**src/rtl/debounce_pkg.sv**
```systemverilog
// debounce_pkg: shared width helper and default derived widths for the debouncer
package debounce_pkg;
  function automatic int ceillog2(input int n);
    int r = 1;
    while ((1 << r) < n) r++;
    return r;
  endfunction
  localparam int PRESC_W = ceillog2(5000);
  localparam int STAB_W = ceillog2(4 + 1);
endpackage

```
**src/rtl/multi_channel_debouncer_if.sv**
```systemverilog
// multi_channel_debouncer_if: enable/din in, dout/rise/fall/tick out; master drives inputs, slave is the debouncer
interface multi_channel_debouncer_if #(parameter int CHANNELS = 4);
  logic enable;
  logic [CHANNELS-1:0] din;
  logic [CHANNELS-1:0] dout;
  logic [CHANNELS-1:0] rise;
  logic [CHANNELS-1:0] fall;
  logic tick;
  modport master(output enable, din, input dout, rise, fall, tick);
  modport slave(input enable, din, output dout, rise, fall, tick);
endinterface

```
**src/rtl/tick_prescaler.sv**
```systemverilog
// tick_prescaler: one-cycle tick every CLK_DIV enabled cycles; ports clk, rst, enable in, tick out
module tick_prescaler
  import debounce_pkg::*;
#(
  parameter int CLK_DIV = 5000
) (
  input  logic clk,
  input  logic rst,
  input  logic enable,
  output logic tick
);
  localparam int W = ceillog2(CLK_DIV);
  logic [W-1:0] cnt_q, cnt_d;
  logic tick_d, wrap;
  always_comb begin
    wrap = cnt_q == W'(CLK_DIV - 1);
    cnt_d = !enable ? cnt_q : wrap ? '0 : cnt_q + 1'b1;
    tick_d = enable && wrap;
  end
  always_ff @(posedge clk) begin
    if (rst) begin
      cnt_q <= '0;
      tick <= 1'b0;
    end else begin
      cnt_q <= cnt_d;
      tick <= tick_d;
    end
  end
endmodule

```
**src/rtl/multi_channel_debouncer.sv**
```systemverilog
// multi_channel_debouncer: N-channel debouncer; clk, rst plain, bus (slave) carries enable, din, dout, rise, fall, tick
module multi_channel_debouncer
  import debounce_pkg::*;
#(
  parameter int   CHANNELS       = 4,
  parameter int   CLK_DIV        = 5000,
  parameter int   STABLE_SAMPLES = 4,
  parameter logic RESET_LEVEL    = 1'b0
) (
  input logic clk,
  input logic rst,
  multi_channel_debouncer_if.slave bus
);
  localparam int SW = ceillog2(STABLE_SAMPLES + 1);
  logic tick;
  logic [CHANNELS-1:0] dout_w, rise_w, fall_w;
  tick_prescaler #(.CLK_DIV(CLK_DIV)) u_presc (
    .clk(clk),
    .rst(rst),
    .enable(bus.enable),
    .tick(tick)
  );
  assign bus.tick = tick;
  assign bus.dout = dout_w;
  assign bus.rise = rise_w;
  assign bus.fall = fall_w;
  for (genvar c = 0; c < CHANNELS; c++) begin : g_ch
    logic [1:0] sync_q;
    logic [SW-1:0] stab_q, stab_d;
    logic dout_q, dout_d, rise_q, rise_d, fall_q, fall_d, diff, done;
    always_comb begin
      diff = sync_q[1] != dout_q;
      done = tick && diff && (stab_q + 1'b1 == SW'(STABLE_SAMPLES));
      // a sample that agrees with dout discards any partial progress
      stab_d = !tick ? stab_q : (!diff || done) ? '0 : stab_q + 1'b1;
      dout_d = done ? sync_q[1] : dout_q;
      rise_d = done && sync_q[1];
      fall_d = done && !sync_q[1];
    end
    always_ff @(posedge clk) begin
      if (rst) begin
        sync_q <= {2{RESET_LEVEL}};
        stab_q <= '0;
        dout_q <= RESET_LEVEL;
        rise_q <= 1'b0;
        fall_q <= 1'b0;
      end else begin
        sync_q <= {sync_q[0], bus.din[c]};
        stab_q <= stab_d;
        dout_q <= dout_d;
        rise_q <= rise_d;
        fall_q <= fall_d;
      end
    end
    assign dout_w[c] = dout_q;
    assign rise_w[c] = rise_q;
    assign fall_w[c] = fall_q;
  end
endmodule

```
**src/flat_wrapper.sv**
```systemverilog
// flat-port wrapper written by rule: the top's interface ports become plain ports
module multi_channel_debouncer_flat import debounce_pkg::*;
#(
  parameter int   CHANNELS       = 4,
  parameter int   CLK_DIV        = 5000,
  parameter int   STABLE_SAMPLES = 4,
  parameter logic RESET_LEVEL    = 1'b0
)
  (clk, rst, bus_enable, bus_din, bus_dout, bus_rise, bus_fall, bus_tick);
  multi_channel_debouncer_if #(.CHANNELS(CHANNELS)) bus_i ();
  input logic clk;
  input logic rst;
  input wire logic [$bits(bus_i.enable)-1:0] bus_enable;
  input wire logic [$bits(bus_i.din)-1:0] bus_din;
  output wire logic [$bits(bus_i.dout)-1:0] bus_dout;
  output wire logic [$bits(bus_i.rise)-1:0] bus_rise;
  output wire logic [$bits(bus_i.fall)-1:0] bus_fall;
  output wire logic [$bits(bus_i.tick)-1:0] bus_tick;
  assign bus_i.enable = bus_enable;
  assign bus_i.din = bus_din;
  assign bus_dout = bus_i.dout;
  assign bus_rise = bus_i.rise;
  assign bus_fall = bus_i.fall;
  assign bus_tick = bus_i.tick;
  multi_channel_debouncer #(.CHANNELS(CHANNELS), .CLK_DIV(CLK_DIV), .STABLE_SAMPLES(STABLE_SAMPLES), .RESET_LEVEL(RESET_LEVEL)) u_core (.clk(clk), .rst(rst), .bus(bus_i));
endmodule
```
**config.mk**
```make
export PLATFORM = sky130hd
export DESIGN_NAME = multi_channel_debouncer_flat
export DESIGN_NICKNAME = d
export VERILOG_FILES = /design/src/rtl/debounce_pkg.sv /design/src/rtl/multi_channel_debouncer_if.sv /design/src/rtl/tick_prescaler.sv /design/src/rtl/multi_channel_debouncer.sv /design/src/flat_wrapper.sv
export SDC_FILE = /design/constraint.sdc
export NUM_CORES = 1
export LEC_CHECK = 0
export BUFFER_PORTS_ARGS = -buffer_cell sky130_fd_sc_hd__buf_2
export CAP_MARGIN = 20
export CELL_PAD_IN_SITES_DETAIL_PLACEMENT = 2
export CELL_PAD_IN_SITES_GLOBAL_PLACEMENT = 2
export CORE_UTILIZATION = 39
export DETAILED_ROUTE_END_ITERATION = 12
export GPL_ROUTABILITY_DRIVEN = 0
export PLACE_DENSITY = 0.81
export SLEW_MARGIN = 20
export SYNTH_ARGS = -nofsm -noshare
export SYNTH_HDL_FRONTEND = slang
export SYNTH_SLANG_ARGS = --single-unit
```
**constraint.sdc**
```tcl
create_clock -name clk -period 3.7 [get_ports clk]
set_input_delay 0.185 -clock clk [delete_from_list [all_inputs] [get_ports clk]]
set_output_delay 0.185 -clock clk [all_outputs]
set_load 0.05 [all_outputs]
```
==> results.sh, run 1 <==
export IMPL_grt_max_degree=29
export IMPL_synth_edf_count=0
export IMPL_chipHeight_um=72.5
export IMPL_post_route_util=0.442
export IMPL_hold_violations=0
export IMPL_worst_slew_pin_slew_ps=521
export IMPL_fin_area_sq_um=2100
export IMPL_critical_path_class="reg2reg"
export IMPL_post_cts_buffers=0
export IMPL_setup_violations=0
export IMPL_antenna_found_initial=0
export IMPL_drt_iter0_drc=34
export IMPL_critPathRequiredTime_ps=3940
export IMPL_via_per_inst=4.89
export IMPL_numCtsBuffers=5
export IMPL_area_growth_pct=8.66
export IMPL_drive_above_1_share=0.156
export IMPL_port_buffers=19
export IMPL_p_int_mw=0.713
export IMPL_yosys_register_bits=46
export IMPL_antenna_cells=0
export IMPL_rsz0062_at_grt="no"
export IMPL_synth_cell_types=28
export IMPL_drt_antenna_violating_nets=0
export IMPL_dieArea_sq_um=5250
export IMPL_wl_um=4250
export IMPL_io_pins=20
export IMPL_timing_rr_start="u_core.u_presc.tick"
export IMPL_grtUsageMet1=0.190
export IMPL_drv_slew=0
export IMPL_busiest_layer="met2"
export IMPL_first_global_vias=1439
export IMPL_ys_top_cells_by_count="dfxtp_1 (46), nor2_1 (22), nand2_1 (21)"
export IMPL_fmax_mhz=540
export IMPL_ir_worst_vdd_mv=0.168
export IMPL_p_per_area_nw_per_um2=427
export IMPL_synthTopCellsByArea="dfxtp_1 (48%), ha_1 (5.8%), xnor2_1 (5.4%), buf_4 (5.0%), nor2_1 (4.3%)"
export IMPL_core_area_sq_um=4750
export IMPL_synthArstFlopShare=0
export IMPL_clock_path_buffers=2
export IMPL_post_cts_resized=0
export IMPL_vias=1360
export IMPL_gr_total_overflow=0
export IMPL_place_area_sq_um=2000
export IMPL_clk_transition_reported_paths_ps=80
export IMPL_nFillCells=542
export IMPL_cts_hold_fix_buffers=0
export IMPL_avgRoutedWirePerCell_um=15.3
export IMPL_p_switching_mw=0.185
export IMPL_grt_usage=0.183
export IMPL_path_delay_family="simple AND/OR/NAND/NOR gates"
export IMPL_die_w_um=72.5
export IMPL_critPathMaxStageDelay_ps=530
export IMPL_yosysWarningCount=0
export IMPL_synth_top_area_frac=0.476
export IMPL_syn_num_nets=218
export IMPL_totalPowerFinal_mw=0.898
export IMPL_crit_chain="clkinv_1 > nor3_1 > mux2i_1 > nor2_1"
export IMPL_start_util=0.407
export IMPL_worst_hold_slack_ps=88.1
export IMPL_p_leak_nw=0.751
export IMPL_globalRouteMet2Util=0.347
export IMPL_period_minus_slack_ps=1850
export IMPL_row_count=25
export IMPL_fin_setup_tns_ps=0
export IMPL_synth_most_common_cell="dfxtp_1"
export IMPL_synthCells=202
export IMPL_fin_skew_ps=8.65
export IMPL_syn_area_per_cell_sq_um=9.58
export IMPL_synth_largest_area_cell="dfxtp_1"
export IMPL_dp_hpwl_um=3220
export IMPL_clkPwrFrac=0.410
export IMPL_netSwitchingFraction=0.206
export IMPL_drc=0
export IMPL_ys_flop_type="dfxtp_1"
export IMPL_end_kind="flop"
export IMPL_use_met3=0.0458
export IMPL_critPathBufInv=1
export IMPL_htreeDepth=2
export IMPL_tritoncts="built"
export IMPL_worstHoldStart="bus_din[1]"
export IMPL_slowest_stage="dfxtp_1"
export IMPL_drtPass1Iterations=4
export IMPL_drv_cap=0
export IMPL_seqPwrFrac=0.565
export IMPL_crit_start="u_core.u_presc.tick"
export IMPL_path_max_fanout=17
export IMPL_worstPathArrival_ps=2090
export IMPL_final_nets=226
export IMPL_max_slew_margin_rel=0.653
export IMPL_start_kind="flop"
export IMPL_ys_seq_area_frac=0.476
export IMPL_fin_crit_sh=0.500
export IMPL_outcome="completed"
export IMPL_p_comb_frac=0.025
export IMPL_clock_sinks=46
export IMPL_hold_path_class="in2reg"
export IMPL_insertion_delay_ps=300
export IMPL_syn_area_sq_um=1940
export IMPL_cts_root_buf="clkbuf_8"
export IMPL_grt_pass1_wl_um=7080
## final cells by class
type / instances / area [sq um] / area share
inverters: 6 / 22.5 / 0.0107
flip-flops and latches: 46 / 921 / 0.438
repair buffers: 19 / 95.1 / 0.0452
well taps: 67 / 83.8 / 0.0399
clock inverters: 1 / 30.0 / 0.0143
multi-input cells: 132 / 875 / 0.416
clock buffers: 7 / 76.3 / 0.0363
## sequential cells by signal (all words and copies together) (netlist names)
name                  count
u_core.g_ch.dout_q        4
u_core.u_presc.tick       1
u_core.g_ch.stab_q       12
u_core.g_ch.rise_q        4
u_core.u_presc.cnt_q     13
u_core.g_ch.sync_q        8
u_core.g_ch.fall_q        4
## cell families (layout without fill, tap and decap cells)
kind of cell | count (synthesis) | in the layout | share of synthesized area
simple gates | 90 | 90 | 0.259
flops | 46 | 46 | 0.476
buf+inv | 24 | 33 | 0.0724
xor+xnor | 16 | 16 | 0.0724
compound gates | 12 | 12 | 0.0362
fa+ha+maj | 9 | 9 | 0.0582
mux | 5 | 5 | 0.0259
## placed cells by master (no fill, tap or decap), types with 2 or more instances in the layout
cell and count:
clkbuf_1 2, ha_1 9, mux2i_1 5, xor2_1 4, nor3_1 6, dfxtp_1 46, nor2b_1 8, nand3_1 6
nand4_1 2, nand2b_1 5, nor4b_1 2, nand2_1 21, nor2_1 22, inv_1 5, a22oi_1 4, buf_2 19
xnor2_1 12, clkbuf_8 5, nor4_2 4, a21oi_1 8, nor3b_1 8, nor2_2 2
## worst paths after layout
| kind | to | slack [ps] | depth (start not counted) |
|---|---|---|---|
| min | u_core.g_ch[1].sync_q[0] | 90 | 2 |
| max | u_core.g_ch[3].stab_q[0] | 1850 | 4 |
| max reg2reg | u_core.g_ch[3].stab_q[0] | 1850 | 4 |
| min reg2reg | u_core.g_ch[3].sync_q[1] | 450 | 1 |
## power by group through the flow
stage	registers [mW]	clock network (mW)	logic, mW
floorplan	0.517	0	0.0158
detailed placement	0.519	0	0.0230
global route	0.508	0.401	0.0251
finish	0.507	0.369	0.0221
global placement	0.518	0	0.0211
CTS	0.507	0.381	0.0228
## routing by layer
layer	part of all wire	routed length, um	vias to the layer above
li1	-	-	672
met1	0.40	1700	668
met2	0.56	2380	13
met3	0.024	101	7
met4	0.018	76	0
met5	0	0	-
## metrics by stage
stage                     setup slack (ps)  cells
after detailed placement              1820    270
after CTS                             1790    278
final                                 1850    278
after global placement                1980    270
after floorplan                       2090    202
after global routing                  1600    278
Power figures use the tool's default switching activity.
==> run 2: changes to the inputs <==
CORE_UTILIZATION = 33   (was 39)
PLACE_DENSITY = 0.72   (was 0.81)
clock period = 1.5 ns   (was 3.7 ns; I/O delays follow)
==> results.sh, run 2 (synthesis results as in run 1) <==
export IMPL_crit_start="u_core.g_ch[3].stab_q[0]"
export IMPL_clk_transition_reported_paths_ps=80
export IMPL_rsz0062_at_grt="no"
export IMPL_critical_path_class="reg2reg"
export IMPL_dp_hpwl_um=3060
export IMPL_final_nets=235
export IMPL_nFillCells=618
export IMPL_numCtsBuffers=5
export IMPL_drt_antenna_violating_nets=0
export IMPL_totalPowerFinal_mw=2.10
export IMPL_reg_largest_list="u_core.u_presc.cnt_q: 13 flops, u_core.g_ch.stab_q: 12 flops, u_core.g_ch.sync_q: 8 flops"
export IMPL_fmax_mhz=713
export IMPL_critPathRequiredTime_ps=1730
export IMPL_place_area_sq_um=2060
export IMPL_fin_area_sq_um=2210
export IMPL_clock_sinks=46
export IMPL_grt_pass1_wl_um=7040
export IMPL_htreeDepth=2
export IMPL_timing_rr_start="u_core.g_ch[3].stab_q[0]"
export IMPL_outcome="completed"
export IMPL_die_w_um=78.6
export IMPL_insertion_delay_ps=290
export IMPL_dieArea_sq_um=6180
export IMPL_setup_violations=0
export IMPL_p_leak_nw=0.794
export IMPL_vias=1382
export IMPL_start_kind="flop"
export IMPL_io_pins=20
export IMPL_drive_above_1_share=0.214
export IMPL_end_kind="flop"
export IMPL_via_per_inst=4.73
export IMPL_cts_root_buf="clkbuf_8"
export IMPL_path_max_fanout=4
export IMPL_worst_slew_pin_slew_ps=427
export IMPL_drv_slew=0
export IMPL_drt_iter0_drc=35
export IMPL_fin_setup_tns_ps=0
export IMPL_regMostFlops="u_core.u_presc.cnt_q"
export IMPL_wl_um=4080
export IMPL_place_inst=281
export IMPL_gr_total_overflow=0
export IMPL_avgRoutedWirePerCell_um=14.0
export IMPL_hold_path_class="in2reg"
export IMPL_instances_no_fill=292
export IMPL_antenna_found_initial=0
export IMPL_largest_register_ffs=13
export IMPL_first_global_vias=1543
export IMPL_antenna_cells=0
export IMPL_port_buffers=19
export IMPL_chipHeight_um=78.6
export IMPL_ir_worst_vdd_mv=0.326
export IMPL_drv_cap=0
export IMPL_worstPathArrival_ps=1630
export IMPL_post_route_util=0.396
export IMPL_drc=0
export IMPL_final_cell_mix="dfxtp_1 (44), nor2_1 (22), nand2_1 (20)"
export IMPL_critPathBufInv=0
export IMPL_area_growth_pct=14.0
export IMPL_fin_crit_sh=0.935
export IMPL_grt_max_degree=18
export IMPL_p_per_area_nw_per_um2=953
export IMPL_worstHoldStart="bus_din[1]"
export IMPL_grt_usage=0.149
export IMPL_max_slew_margin_rel=0.714
export IMPL_critPathMaxStageDelay_ps=340
export IMPL_start_util=0.347
export IMPL_layout_commonest_cell="dfxtp_1"
export IMPL_tritoncts="built"
export IMPL_fin_skew_ps=3.40
export IMPL_hold_violations=0
export IMPL_path_delay_family="simple AND/OR/NAND/NOR gates"
export IMPL_clock_path_buffers=2
export IMPL_row_count=27
export IMPL_slowest_stage="nor3_1"
export IMPL_path_common_cell="ha_1"
export IMPL_period_minus_slack_ps=1400
export IMPL_drtPass1Iterations=3
export IMPL_core_area_sq_um=5570
export IMPL_crit_chain="ha_1 > ha_1 > nor3_1 > nand2b_1 > a21oi_1"
-- run 2: changes by cell type in the layout (fill, tap and decap cells not counted), sizes merged --
| cell | previous run | this run |
|---|---|---|
| buf | 19 | 25 |
| bufinv | 1 | 0 |
| clkinv | 1 | 2 |
| dlygate4sd3 | 0 | 3 |
-- run 2: final cells by class --
class	count	area (sq um)	area share
Tap cell	72	90.1	0.0408
Inverter	6	22.5	0.0102
Timing Repair Buffer	28	183	0.0828
Clock buffer	7	86.3	0.0391
Clock inverter	1	5.00	0.00227
Multi-Input combinational cell	132	896	0.406
Sequential cell	46	923	0.419
-- run 2: metrics by stage --
step / hold slack, ps / worst slack (ps)
after floorplan: 203 / 69.2
after global placement: 287 / 129
after detailed placement: 305 / 21.4
after CTS: 6.52 / 30.9
after global routing: 0.158 / 11.7
final: 10.8 / 97.9
-- run 2: power by group --
| group | switching (mW) | leakage (nW) | internal [mW] |
|---|---|---|---|
| Combinational | 0.0393 | 0.373 | 0.0397 |
| Clock | 0.402 | 0.0482 | 0.372 |
| Sequential | 0.0122 | 0.373 | 1.24 |
| Total | 0.454 | 0.794 | 1.65 |
-- run 2: repair_timing --
item,CTS,global route
hold endpoints to repair,3,0
endpoints found under the setup margin,2,18
hold buffers,3,0
buffers inserted,0,0
gates resized for setup,1,5
-- run 2: final timing paths --
path / endpoint / slack, ps / cells after the start
max: u_core.g_ch[3].stab_q[2] / 100 / 5
min: u_core.g_ch[1].sync_q[0] / 10 / 2
max reg2reg: u_core.g_ch[3].stab_q[2] / 100 / 5
min reg2reg: u_core.g_ch[0].sync_q[1] / 440 / 1
-- run 2: metal layers --
metal	track usage	share of wire	wire [um]	vias up
li1	-	-	-	691
met1	0.150	0.42	1700	673
met2	0.286	0.55	2240	14
met3	0.0419	0.023	92	4
met4	0.0556	0.010	42	0
met5	0	0	0	-
